<file path="src/rtl/arb_pkg.sv">
// Shared types for the round-robin mux arbiter.
package arb_pkg;

    // IDLE: arbitrating between requesters; LOCK: grant held until the last beat of a packet.
    typedef enum logic {
        IDLE = 1'b0,
        LOCK = 1'b1
    } arb_state_t;

endpackage

</file>
<file path="src/rtl/mux_bin_tree.sv">
// Binary-select mux built as a radix-SPLIT tree; each level consumes one
// SPLIT-ary digit of bin, least significant digit at the leaves.
module mux_bin_tree #(
    parameter  type DAT_T          = logic [7:0],
    parameter  int  WIDTH          = 8,
    parameter  int  SPLIT          = 2,
    parameter  int  IMPLEMENTATION = 0,
    localparam int  WIDTH_LOG      = $clog2(WIDTH)
) (
    input  DAT_T                 in_dat [WIDTH],
    input  logic [WIDTH_LOG-1:0] bin,
    output DAT_T                 out_dat
);

    localparam int SPLIT_LOG = $clog2(SPLIT);
    localparam int LEVELS    = WIDTH_LOG / SPLIT_LOG;

    if (IMPLEMENTATION == 0) begin : g_tree
        for (genvar gi = 0; gi < LEVELS; gi++) begin : g_lvl
            localparam int N_IN  = WIDTH / (SPLIT ** gi);
            localparam int N_OUT = N_IN / SPLIT;

            DAT_T                 lvl_in  [N_IN];
            DAT_T                 lvl_out [N_OUT];
            logic [SPLIT_LOG-1:0] digit;

            if (gi == 0) begin : g_leaf
                assign lvl_in = in_dat;
            end else begin : g_inner
                assign lvl_in = g_lvl[gi-1].lvl_out;
            end

            assign digit = bin[gi*SPLIT_LOG +: SPLIT_LOG];

            for (genvar gj = 0; gj < N_OUT; gj++) begin : g_node
                assign lvl_out[gj] = lvl_in[gj*SPLIT + int'(digit)];
            end
        end

        assign out_dat = g_lvl[LEVELS-1].lvl_out[0];
    end else begin : g_flat
        assign out_dat = in_dat[bin];
    end

endmodule

</file>
<file path="src/rtl/pri_rr_bin.sv">
// Rotating priority encoder: returns the first requester after ptr (wrapping)
// as a binary index.
module pri_rr_bin #(
    parameter  int WIDTH          = 8,
    parameter  int IMPLEMENTATION = 0,
    localparam int WIDTH_LOG      = $clog2(WIDTH)
) (
    input  logic [WIDTH-1:0]     req,
    input  logic [WIDTH_LOG-1:0] ptr,
    output logic [WIDTH_LOG-1:0] bin,
    output logic                 vld
);

    localparam logic [WIDTH_LOG-1:0] PTR_ONE = 1;
    localparam logic [WIDTH_LOG:0]   SH_ONE  = 1;

    if (IMPLEMENTATION == 0) begin : g_scan
        logic [WIDTH_LOG-1:0] cand;

        // Scan ptr+WIDTH down to ptr+1 so the nearest candidate after ptr is written last.
        always_comb begin
            bin  = '0;
            vld  = 1'b0;
            cand = '0;
            for (int k = WIDTH; k >= 1; k--) begin
                cand = ptr + k[WIDTH_LOG-1:0];
                if (req[cand]) begin
                    bin = cand;
                    vld = 1'b1;
                end
            end
        end
    end else begin : g_rot
        logic [WIDTH-1:0]     rot;
        logic [WIDTH_LOG:0]   sh;
        logic [WIDTH_LOG-1:0] off;

        // Rotate the request vector so the slot after ptr sits at bit 0, then take the lowest set bit.
        always_comb begin
            sh  = {1'b0, ptr} + SH_ONE;
            rot = WIDTH'({req, req} >> sh);
            off = '0;
            for (int k = WIDTH - 1; k >= 0; k--) begin
                if (rot[k]) off = k[WIDTH_LOG-1:0];
            end
            bin = ptr + off + PTR_ONE;
            vld = |rot;
        end
    end

endmodule

</file>
<file path="src/rtl/arb_rr_mux_bin.sv">
// Round-robin arbiter sharing one mux tree among WIDTH valid/ready sources,
// with packet locking and a single registered output stage.
module arb_rr_mux_bin
    import arb_pkg::*;
#(
    parameter  type DAT_T          = logic [7:0],
    parameter  int  WIDTH          = 8,
    parameter  int  SPLIT          = 2,
    parameter  int  IMPLEMENTATION = 0,
    localparam int  WIDTH_LOG      = $clog2(WIDTH)
) (
    input  logic                 clk,
    input  logic                 rst_n,
    input  logic [WIDTH-1:0]     req_vld,
    input  logic [WIDTH-1:0]     req_lst,
    input  DAT_T                 req_dat [WIDTH],
    output logic [WIDTH-1:0]     req_rdy,
    output logic                 out_vld,
    output logic                 out_lst,
    output DAT_T                 out_dat,
    output logic [WIDTH_LOG-1:0] out_idx,
    input  logic                 out_rdy
);

    arb_state_t           state_q, state_d;
    logic [WIDTH_LOG-1:0] ptr_q, ptr_d;
    logic [WIDTH_LOG-1:0] lck_q, lck_d;
    logic [WIDTH_LOG-1:0] sel, pe_bin;
    logic                 pe_vld, acc, grant, xfer;

    logic                 out_vld_q, out_vld_d;
    logic                 out_lst_q, out_lst_d;
    DAT_T                 out_dat_q, out_dat_d;
    logic [WIDTH_LOG-1:0] out_idx_q, out_idx_d;
    DAT_T                 mux_dat;

    pri_rr_bin #(
        .WIDTH          (WIDTH),
        .IMPLEMENTATION (IMPLEMENTATION)
    ) u_pri (
        .req (req_vld),
        .ptr (ptr_q),
        .bin (pe_bin),
        .vld (pe_vld)
    );

    mux_bin_tree #(
        .DAT_T          (DAT_T),
        .WIDTH          (WIDTH),
        .SPLIT          (SPLIT),
        .IMPLEMENTATION (IMPLEMENTATION)
    ) u_mux (
        .in_dat  (req_dat),
        .bin     (sel),
        .out_dat (mux_dat)
    );

    // Pick the served requester and raise its ready when the output stage can take a beat.
    // While locked, ready stays on the held requester even if it has dropped valid.
    always_comb begin
        acc          = !out_vld_q || out_rdy;
        sel          = (state_q == LOCK) ? lck_q : pe_bin;
        grant        = acc && ((state_q == LOCK) || pe_vld);
        req_rdy      = '0;
        req_rdy[sel] = grant;
        xfer         = grant && req_vld[sel];
    end

    // Packet lock: a non-last beat pins the grant; the last beat releases it and moves ptr.
    always_comb begin
        state_d = state_q;
        ptr_d   = ptr_q;
        lck_d   = lck_q;
        if (xfer) begin
            case (state_q)
                IDLE: begin
                    if (req_lst[sel]) begin
                        ptr_d = sel;
                    end else begin
                        state_d = LOCK;
                        lck_d   = sel;
                    end
                end
                LOCK: begin
                    if (req_lst[sel]) begin
                        state_d = IDLE;
                        ptr_d   = lck_q;
                    end
                end
                default: state_d = IDLE;
            endcase
        end
    end

    // Output stage loads on transfer-in, empties on transfer-out; payload holds otherwise.
    always_comb begin
        out_vld_d = out_vld_q;
        out_lst_d = out_lst_q;
        out_dat_d = out_dat_q;
        out_idx_d = out_idx_q;
        if (xfer) begin
            out_vld_d = 1'b1;
            out_lst_d = req_lst[sel];
            out_dat_d = mux_dat;
            out_idx_d = sel;
        end else if (out_rdy) begin
            out_vld_d = 1'b0;
        end
    end

    // State registers; ptr resets to the top slot so requester 0 is considered first.
    always_ff @(posedge clk or negedge rst_n) begin
        if (!rst_n) begin
            state_q   <= IDLE;
            ptr_q     <= '1;
            lck_q     <= '0;
            out_vld_q <= 1'b0;
            out_lst_q <= 1'b0;
            out_dat_q <= '0;
            out_idx_q <= '0;
        end else begin
            state_q   <= state_d;
            ptr_q     <= ptr_d;
            lck_q     <= lck_d;
            out_vld_q <= out_vld_d;
            out_lst_q <= out_lst_d;
            out_dat_q <= out_dat_d;
            out_idx_q <= out_idx_d;
        end
    end

    assign out_vld = out_vld_q;
    assign out_lst = out_lst_q;
    assign out_dat = out_dat_q;
    assign out_idx = out_idx_q;

endmodule

</file>
<file path="config.mk">
export PLATFORM = sky130hd
export DESIGN_NAME = arb_rr_mux_bin
export DESIGN_NICKNAME = d
export VERILOG_FILES = /design/src/rtl/arb_pkg.sv /design/src/rtl/mux_bin_tree.sv /design/src/rtl/pri_rr_bin.sv /design/src/rtl/arb_rr_mux_bin.sv
export SDC_FILE = /design/constraint.sdc
export NUM_CORES = 1
export LEC_CHECK = 0
export CORE_ASPECT_RATIO = 0.6
export CORE_MARGIN = 5
export CORE_UTILIZATION = 49
export DETAILED_ROUTE_END_ITERATION = 7
export MAX_ROUTING_LAYER = met4
export PLACE_DENSITY = 0.86
export SYNTH_ARGS = -nofsm -noshare
export SYNTH_HDL_FRONTEND = slang
export SYNTH_SLANG_ARGS = --single-unit
</file>
<file path="constraint.sdc">
create_clock -name clk -period 9 [get_ports clk]
set_input_delay 2.25 -clock clk [delete_from_list [all_inputs] [get_ports clk]]
set_output_delay 2.25 -clock clk [all_outputs]
set_load 0.005 [all_outputs]
</file>
Yosys cells after proc, flatten, opt, wreduce, memory -nomap -nowiden

Cells that the tools add are included.

Output and inout bits: 21
Register bits after elaboration: 20
Word-level logic and storage cells: 122
Input bits: 83

Equal/unequal tests: 2
Multiplexer cells: 66
Magnitude comparators: 17
Bitwise logic cells: 10
$add $sub $neg: 11
Reductions and logical operators: 9

Operators by type and width:

| operator                                             | number |
|---|---|
| >= comparator 32 x 4 -> 1 bit, second input constant | 4 |
| inverter 32 bit                                      | 4 |
| 2-to-1 mux 8 bit                                     | 15 |
| binary-select mux 8 bit (select 3 bit)               | 4 |
| inverter 1 -> 32 bit                                 | 3 |
| >= comparator 32 x 3 -> 1 bit, second input constant | 2 |
| < comparator 3 x 4 -> 1 bit, second input constant   | 9 |
| 2-to-1 mux 3 bit                                     | 11 |
| binary-select mux 8 bit (select 2 bit)               | 2 |
| >= comparator 32 x 2 -> 1 bit, second input constant | 1 |
| binary-select mux 1 bit (select 3 bit)               | 10 |
| 2-to-1 mux 1 bit                                     | 22 |
| adder 3 bit, second input constant                   | 4 |
| adder 3 x 1 -> 4 bit, first input constant           | 2 |
| AND 8 bit                                            | 1 |
| adder 2 x 1 -> 3 bit, first input constant           | 2 |
| adder 3 x 2 -> 3 bit, second input constant          | 2 |
| one-hot mux 3 bit (2 select lines)                   | 1 |
| AND reduction 3 bit                                  | 2 |
| adder 3 x 1 -> 3 bit, second input constant          | 1 |
| demux 1 bit (select 3 bit)                           | 1 |
| >= comparator 3 x 1 -> 1 bit, second input constant  | 1 |
| logical AND 1 bit                                    | 3 |
| logical OR 1 bit                                     | 2 |
| 5 further kinds                                      | 6 |

Logic depth before layout (Yosys ltp)

Gate-level depths: netlist of the first run.

Depth in word-level cells: 22
Gate-level depth with buffers: 18
Mapped depth without buffers: 13

Hierarchy

Synthesis of the first run repeated with hierarchy kept, for this count alone.

Cells, all modules: 204
Area total of the unflattened synthesis: 2,274.7 sq um

Modules (own cells, without submodules):

| module         | instances | area an instance (sq um) | sequential area each (sq um) | cells each |
|---|---|---|---|---|
| arb_rr_mux_bin | 1         | 1,049.8                  | 504.2                        | 98 |
| pri_rr_bin     | 1         | 674.4                    | 0.0                          | 77 |
| mux_bin_tree   | 1         | 550.5                    | 0.0                          | 29 |

Worst setup path before layout of the first run

OpenSTA, ideal clock, no wires.

Kind: input-to-output
Start: input req_vld[1]
End: output req_rdy[4]
Path buffers: 4
Cell stages on the path: 12
Required time: 6,750 ps
Arrival: 4,729 ps
Setup slack: 2,021 ps
Cell sequence: clkbuf_1 mux4_2 a22o_1 a211oi_1 o22ai_1 a21o_1 a31oi_1 buf_2 buf_2 clkbuf_1 nand2_1 nor2_1

Longest elaborated chain between the ends: 16
Elaborated cells on any way between the ends: 41
Those cells by class: 2 x order compare; 35 x mux; 1 x bitwise; 3 x reduce/logical

Ends and longest elaborated chain:

| item                                                                                                     | line                 | source |
|---|---|---|
| from (decl)                                                                                              | arb_rr_mux_bin.sv:14 | `input logic [WIDTH-1:0] req_vld,` |
| binary-select mux 1 bit (select 3 bit)                                                                   | pri_rr_bin.sv:27     | `if (req[cand]) begin` |
| 2-to-1 mux 1 bit (implied by the code)                                                                   | pri_rr_bin.sv:27     |  |
| 2-to-1 mux 3 bit (8 in a row)                                                                            | pri_rr_bin.sv:27     |  |
| 2-to-1 mux 3 bit                                                                                         | arb_rr_mux_bin.sv:62 | `sel = (state_q == LOCK) ? lck_q : pe_bin;` |
| < comparator 3 x 4 -> 1 bit (implied by the code) / >= comparator 3 x 1 -> 1 bit (equally long branches) | arb_rr_mux_bin.sv:65 | `req_rdy[sel] = grant;` |
| logical AND 1 bit (implied by the code)                                                                  | arb_rr_mux_bin.sv:65 |  |
| 2-to-1 mux 1 bit (implied by the code)                                                                   | arb_rr_mux_bin.sv:65 |  |
| demux 1 bit (select 3 bit)                                                                               | arb_rr_mux_bin.sv:65 |  |
| AND 8 bit (no line) *                                                                                    | -                    |  |
| to (decl)                                                                                                | arb_rr_mux_bin.sv:17 | `output logic [WIDTH-1:0] req_rdy,` |

Mark *: on every way between the ends. The rest lies on a longest branch, timed or not. The select of a mux whose other input is x is not followed.

Final worst setup path of the first run

Start: input req_vld[7]
End: output req_rdy[7]

The elaborated chain is that of the path after synthesis.

==> impl_metrics.env, run 1 <==
export IMPL_setup_violations=0
export IMPL_h_tree_depth=1
export IMPL_postSynthAreaPerCell_um2=8.82
export IMPL_clockRootBuffer="clkbuf_8"
export IMPL_synth_edf_count=0
export IMPL_core_um2=5540
export IMPL_avgViaCountPerCell=5.97
export IMPL_drc=0
export IMPL_fin_worst_skew_ns=0.00375
export IMPL_holdWs_ns=0.494
export IMPL_path_max_fanout=32
export IMPL_synth_seq_cells=20
export IMPL_drt_total_wl_mm=9.34
export IMPL_fmax_ghz=0.125
export IMPL_r2r_start="ptr_q[0]$_DFFE_PN1P_"
export IMPL_antenna_found_initial=0
export IMPL_fp_dieW_um=107
export IMPL_r2r_slack_ns=3.40
export IMPL_wire_per_inst_um=19.7
export IMPL_ant_nets=0
export IMPL_synth_area_top_cells="dfrtp_1 (15%), mux4_2 (13%), mux2i_1 (13%)"
export IMPL_yosysSeqAreaShare_pct=18.1
export IMPL_fillers=436
export IMPL_clockBufferDepth=2
export IMPL_cp_buffers_inverters=2
export IMPL_numPortBuffers=103
export IMPL_hold_violations=0
export IMPL_finalCritPeriodShare_pct=88.7
export IMPL_final_cell_mix="clkdlybuf4s50_1 (103), mux2i_1 (35), nor2_1 (30), a21oi_1 (28), nand2_1 (28)"
export IMPL_cp_arrival_ns=5.73
export IMPL_grt_util_met1_pct=36.3
export IMPL_fin_crit_ns=7.98
export IMPL_cts_tree="yes"
export IMPL_initialDrtViolationCount=226
export IMPL_insertion_delay_ns=0.26
export IMPL_drv_slew=0
export IMPL_yosys_warnings=0
export IMPL_rsz0062_at_grt="false"
export IMPL_cpMaxStageDelayCell="mux4_2"
export IMPL_syn_inst=316
export IMPL_dr_pass1_iters=4
export IMPL_rows=21
export IMPL_area_growth_pct=37.9
export IMPL_dp_final_hpwl_mm=7.09
export IMPL_hold_end="out_idx[1]$_DFFE_PN0P_"
export IMPL_finalSetupTns_ns=0
export IMPL_place_congestion=0.933
export IMPL_relSlewSlack_pct=41.0
export IMPL_crit_family="multiplexers"
export IMPL_grt_pass1_vias=2644
export IMPL_synth_ff_type="dfrtp_1"
export IMPL_gr_usage_all_layers_pct=25.6
export IMPL_critical_path_class="in -> out"
export IMPL_r2r_end="ptr_q[2]$_DFFE_PN1P_"
export IMPL_hp_start="out_idx[1]$_DFFE_PN0P_"
export IMPL_postCtsHoldBufs=0
export IMPL_drive_above_1_share_pct=14.0
export IMPL_drv_cap=0
export IMPL_dieArea_um2=7340
export IMPL_synth_largest_area_cell="dfrtp_1"
export IMPL_grt_pass1_wl_mm=14.3
export IMPL_multi_input_area_um2=2110
export IMPL_end_kind="output port"
export IMPL_fin_nets=480
export IMPL_startpoint_type="primary input"
export IMPL_grt_max_degree=45
export IMPL_slowest_delay_ns=0.65
export IMPL_post_cts_resized=0
export IMPL_hold_depth=1
export IMPL_async_reset_ff_share_pct=100
export IMPL_diodes=0
export IMPL_tightest_slew_ns=0.882
export IMPL_crit_required_ns=6.75
export IMPL_synth_distinct_cells=55
export IMPL_hold_class="reg -> reg"
export IMPL_die_h_um=68.4
export IMPL_overflow=0
export IMPL_cp_cell_sequence="clkdlybuf4s50_1, mux4_2, mux4_2, nor4b_2, nand3_1, o211a_4, nand2_1, nor2_1, clkdlybuf4s50_1"
export IMPL_netlist_area_um2=2790
export IMPL_status="completed"
export IMPL_synth_top_cell_area_share_pct=15.3
export IMPL_grt_use_met3_pct=10.9
export IMPL_numCtsBuffers=3
export IMPL_synth_fp_nets=401
export IMPL_ios=104
export IMPL_final_common_cell="clkdlybuf4s50_1"
export IMPL_postCtsSetupBuffers=0
export IMPL_clkTransAtPathRegs_ns=0.07
export IMPL_ff2ff_path_depth=12
export IMPL_start_util_pct=50.3
export IMPL_vias=2831
export IMPL_grt_use_met2_pct=35.0
export IMPL_final_seq_area_um2=504
export IMPL_cts_sinks=20
export IMPL_gr_max_usage_layer="met1"
-- metal layers --
layer	part of all wire [%]	wire, um
met5	0	0
met4	0.59	55
met3	13	1260
met2	40	3760
met1	46	4270
-- cell families after synthesis --
family	synth area share (%)
AO/OA/AOI/OAI	21.4
adder cells (fa/ha/maj)	0.898
AND/OR/NAND/NOR	16.3
buffers and inverters	6.51
flip-flops	18.1
XOR/XNOR	0.629
multiplexers	36.1
-- sequential cells by signal (all words and copies together) (netlist names) --
name / flops
out_dat: 8
lck_q: 3
out_idx: 3
ptr_q: 3
out_lst: 1
out_vld: 1
state_q: 1
-- cells in the mapped netlist (3+ instances only) --
cell and instances:
mux2i_1 35, nor2_1 30, a21oi_1 28, nand2_1 28, dfrtp_1 17, mux4_2 16, a211oi_1 14, buf_2 13
clkbuf_1 13, mux2_2 12, mux2_1 9, and2_1 8, inv_1 8, o21ai_0 8, a31oi_1 6, o211ai_1 6
nand3_1 5, mux2_4 4, dfstp_2 3, nand2b_1 3, nor2b_1 3, nor3_1 3, o21ai_1 3
-- worst max-delay path by stage --
| stage | startpoint | to | slack [ns] | depth (start not counted) |
|---|---|---|---|---|
| 3_3_place_gp | req_vld[5] | req_rdy[7] | 1.15 | 10 |
| 3_5_place_dp | req_vld[7] | req_rdy[6] | 1.07 | 10 |
| 6_report | req_vld[7] | req_rdy[7] | 1.02 | 9 |
| 5_1_grt | req_vld[5] | req_rdy[6] | 0.82 | 10 |
| 2_1_floorplan | req_vld[1] | req_rdy[4] | 2.02 | 12 |
| 4_1_cts | req_vld[7] | req_rdy[6] | 1.06 | 10 |
-- final cells by class --
| cell class | count | area share, % |
|---|---|---|
| multi-input cells | 257 | 54.8 |
| well taps | 80 | 2.61 |
| inverters | 8 | 0.782 |
| repair buffers | 105 | 27.2 |
| clock buffers | 4 | 1.43 |
| flip-flops and latches | 20 | 13.1 |
-- per-stage QoR --
stage / util (%) / cell area [um2] / worst slack [ns] / std cells
6_report: 69.3 / 3840 / 1.02 / 474
4_1_cts: 69.3 / 3840 / 1.06 / 474
5_1_grt: 69.3 / 3840 / 0.820 / 474
2_1_floorplan: - / 2790 / 2.02 / 316
3_3_place_gp: 68.3 / 3790 / 1.15 / 470
3_5_place_dp: 68.3 / 3790 / 1.07 / 470
Power of run 1 is left out: the tool's default activity adds up to more than one toggle a clock period on the data nets, which glitch-free logic cannot reach.
==> run 2: changes to the inputs <==
--- a/config.mk
+++ b/config.mk
@@ -10,7 +10,7 @@
 export CORE_UTILIZATION = 49
 export DETAILED_ROUTE_END_ITERATION = 7
 export MAX_ROUTING_LAYER = met4
-export PLACE_DENSITY = 0.86
+export PLACE_DENSITY = 0.87
 export SYNTH_ARGS = -nofsm -noshare
 export SYNTH_HDL_FRONTEND = slang
 export SYNTH_SLANG_ARGS = --single-unit
==> run 2 against run 1 <==
  * Clock-buffer cell count decreased by 1
  * Design area rose by 0.42%
  * Non-clock buffer count did not move
  * Sequential share of layout area fell by 0.055 points
  * Critical path depth up 1
  * First-iteration DRC count up 42%
  * Cell count stayed put
  * Core utilization grew 0.29 points
  * Critical endpoint is now req_rdy[2]
==> impl_metrics.env, run 2 (synthesis gave the netlist of run 1 again) <==
export IMPL_largest_reg_flops=8
export IMPL_startpoint_type="primary input"
export IMPL_finalSetupTns_ns=0
export IMPL_insertion_delay_ns=0.26
export IMPL_setup_violations=0
export IMPL_numPortBuffers=103
export IMPL_avgViaCountPerCell=6.26
export IMPL_postCtsHoldBufs=0
export IMPL_fin_nets=480
export IMPL_grt_pass1_vias=2859
export IMPL_gr_usage_all_layers_pct=26.6
export IMPL_dp_final_hpwl_mm=7.47
export IMPL_clockRootBuffer="clkbuf_8"
export IMPL_final_common_cell="clkdlybuf4s50_1"
export IMPL_ios=104
export IMPL_dieArea_um2=7340
export IMPL_dr_pass1_iters=5
export IMPL_core_um2=5540
export IMPL_ant_nets=0
export IMPL_drv_cap=0
export IMPL_grt_pass1_wl_mm=14.9
export IMPL_final_cell_mix="clkdlybuf4s50_1 (103), mux2i_1 (35), nor2_1 (30), a21oi_1 (28), nand2_1 (28)"
export IMPL_fin_worst_skew_ns=0.00660
export IMPL_status="completed"
export IMPL_finalCritPeriodShare_pct=90.0
export IMPL_rsz0062_at_grt="false"
export IMPL_cts_sinks=20
export IMPL_h_tree_depth=1
export IMPL_fp_dieW_um=107
export IMPL_place_congestion=0.962
export IMPL_clkTransAtPathRegs_ns=0.07
export IMPL_post_cts_resized=0
export IMPL_clockBufferDepth=2
export IMPL_hold_violations=0
export IMPL_initialDrtViolationCount=322
export IMPL_crit_required_ns=6.75
export IMPL_area_growth_pct=38.5
export IMPL_vias=2965
export IMPL_drv_slew=0
export IMPL_end_kind="output port"
export IMPL_tightest_slew_ns=0.885
export IMPL_grt_max_degree=45
export IMPL_path_max_fanout=44
export IMPL_fin_crit_ns=8.10
export IMPL_diodes=0
export IMPL_drt_total_wl_mm=9.88
export IMPL_die_h_um=68.4
export IMPL_wire_per_inst_um=20.8
export IMPL_postCtsSetupBuffers=0
export IMPL_fmax_ghz=0.124
export IMPL_drc=0
export IMPL_critical_path_class="in -> out"
export IMPL_hold_class="reg -> reg"
export IMPL_start_util_pct=50.3
export IMPL_numCtsBuffers=3
export IMPL_overflow=0
export IMPL_cts_tree="yes"
export IMPL_cp_arrival_ns=5.85
export IMPL_drive_above_1_share_pct=14.0
export IMPL_antenna_found_initial=0
export IMPL_rows=21
export IMPL_relSlewSlack_pct=40.8
## run 2: cell count changes in the layout (fill, tap and decap cells not counted)
| cell | delta |
|---|---|
| clkbuf_8 | -1 |
| bufinv_16 | +1 |
## run 2: critical path: stages
cell and delay (ns):
clkdlybuf4s50_1 0.62, mux4_2 0.65, mux2_2 0.35, a31oi_1 0.17, o21ai_0 0.14, a221oi_2 0.48
nand2_4 0.39, nand2_1 0.26, nor2_1 0.07, clkdlybuf4s50_1 0.45
## run 2: layout make-up
cell class,count,area (um2)
sequential,20,504
clock inverter,1,30.0
timing repair buffer,105,1050
tap,80,100
multi-input combinational,257,2110
inverter,8,30.0
clock buffer,3,41.3
fill,437,1690
## run 2: per-layer routing
metal,share of wire (%),global-route usage (%),vias up
li1,-,-,1343
met1,41,35.5,1382
met2,45,40.7,214
met3,12,8.48,26
met4,1.7,4.25,0
met5,0,-,-
## run 2: through the flow
stage / hold slack, ns / std cells / cell area [um2] / utilization (%) / setup WS [ns]
final: 0.493 / 474 / 3860 / 69.6 / 0.904
after global routing: 0.527 / 474 / 3860 / 69.6 / 0.757
after CTS: 0.501 / 474 / 3860 / 69.6 / 0.993
after detailed placement: 0.478 / 470 / 3790 / 68.3 / 1.01
after global placement: 0.478 / 470 / 3790 / 68.3 / 1.13
after floorplan: 0.481 / 316 / 2790 / - / 2.02
## run 2: worst paths after layout
check                                        from                     end  slack [ns]  cells past startpoint
setup / recovery                       req_vld[3]              req_rdy[2]        0.90                     10
hold / removal             out_idx[2]$_DFFE_PN0P_  out_idx[2]$_DFFE_PN0P_        0.49                      1
setup reg to reg             ptr_q[0]$_DFFE_PN1P_    ptr_q[2]$_DFFE_PN1P_        3.17                     12
hold reg to reg            out_idx[2]$_DFFE_PN0P_  out_idx[2]$_DFFE_PN0P_        0.49                      1
max in group asynchronous                   rst_n  out_dat[6]$_DFFE_PN0P_        5.97                      1
min in group asynchronous                   rst_n  out_dat[3]$_DFFE_PN0P_        2.49                      1
Power of run 2 is left out for the same reason.
==> run 3: changes to the inputs <==
--- a/config.mk
+++ b/config.mk
@@ -11,6 +11,7 @@
 export DETAILED_ROUTE_END_ITERATION = 7
 export MAX_ROUTING_LAYER = met4
 export PLACE_DENSITY = 0.87
+export SKIP_LAST_GASP = 1
 export SYNTH_ARGS = -nofsm -noshare
 export SYNTH_HDL_FRONTEND = slang
 export SYNTH_SLANG_ARGS = --single-unit
==> results of run 3 <==
No change in the layout: final DEF, timing and power equal those of run 2.
Power of run 3 is left out for the same reason.
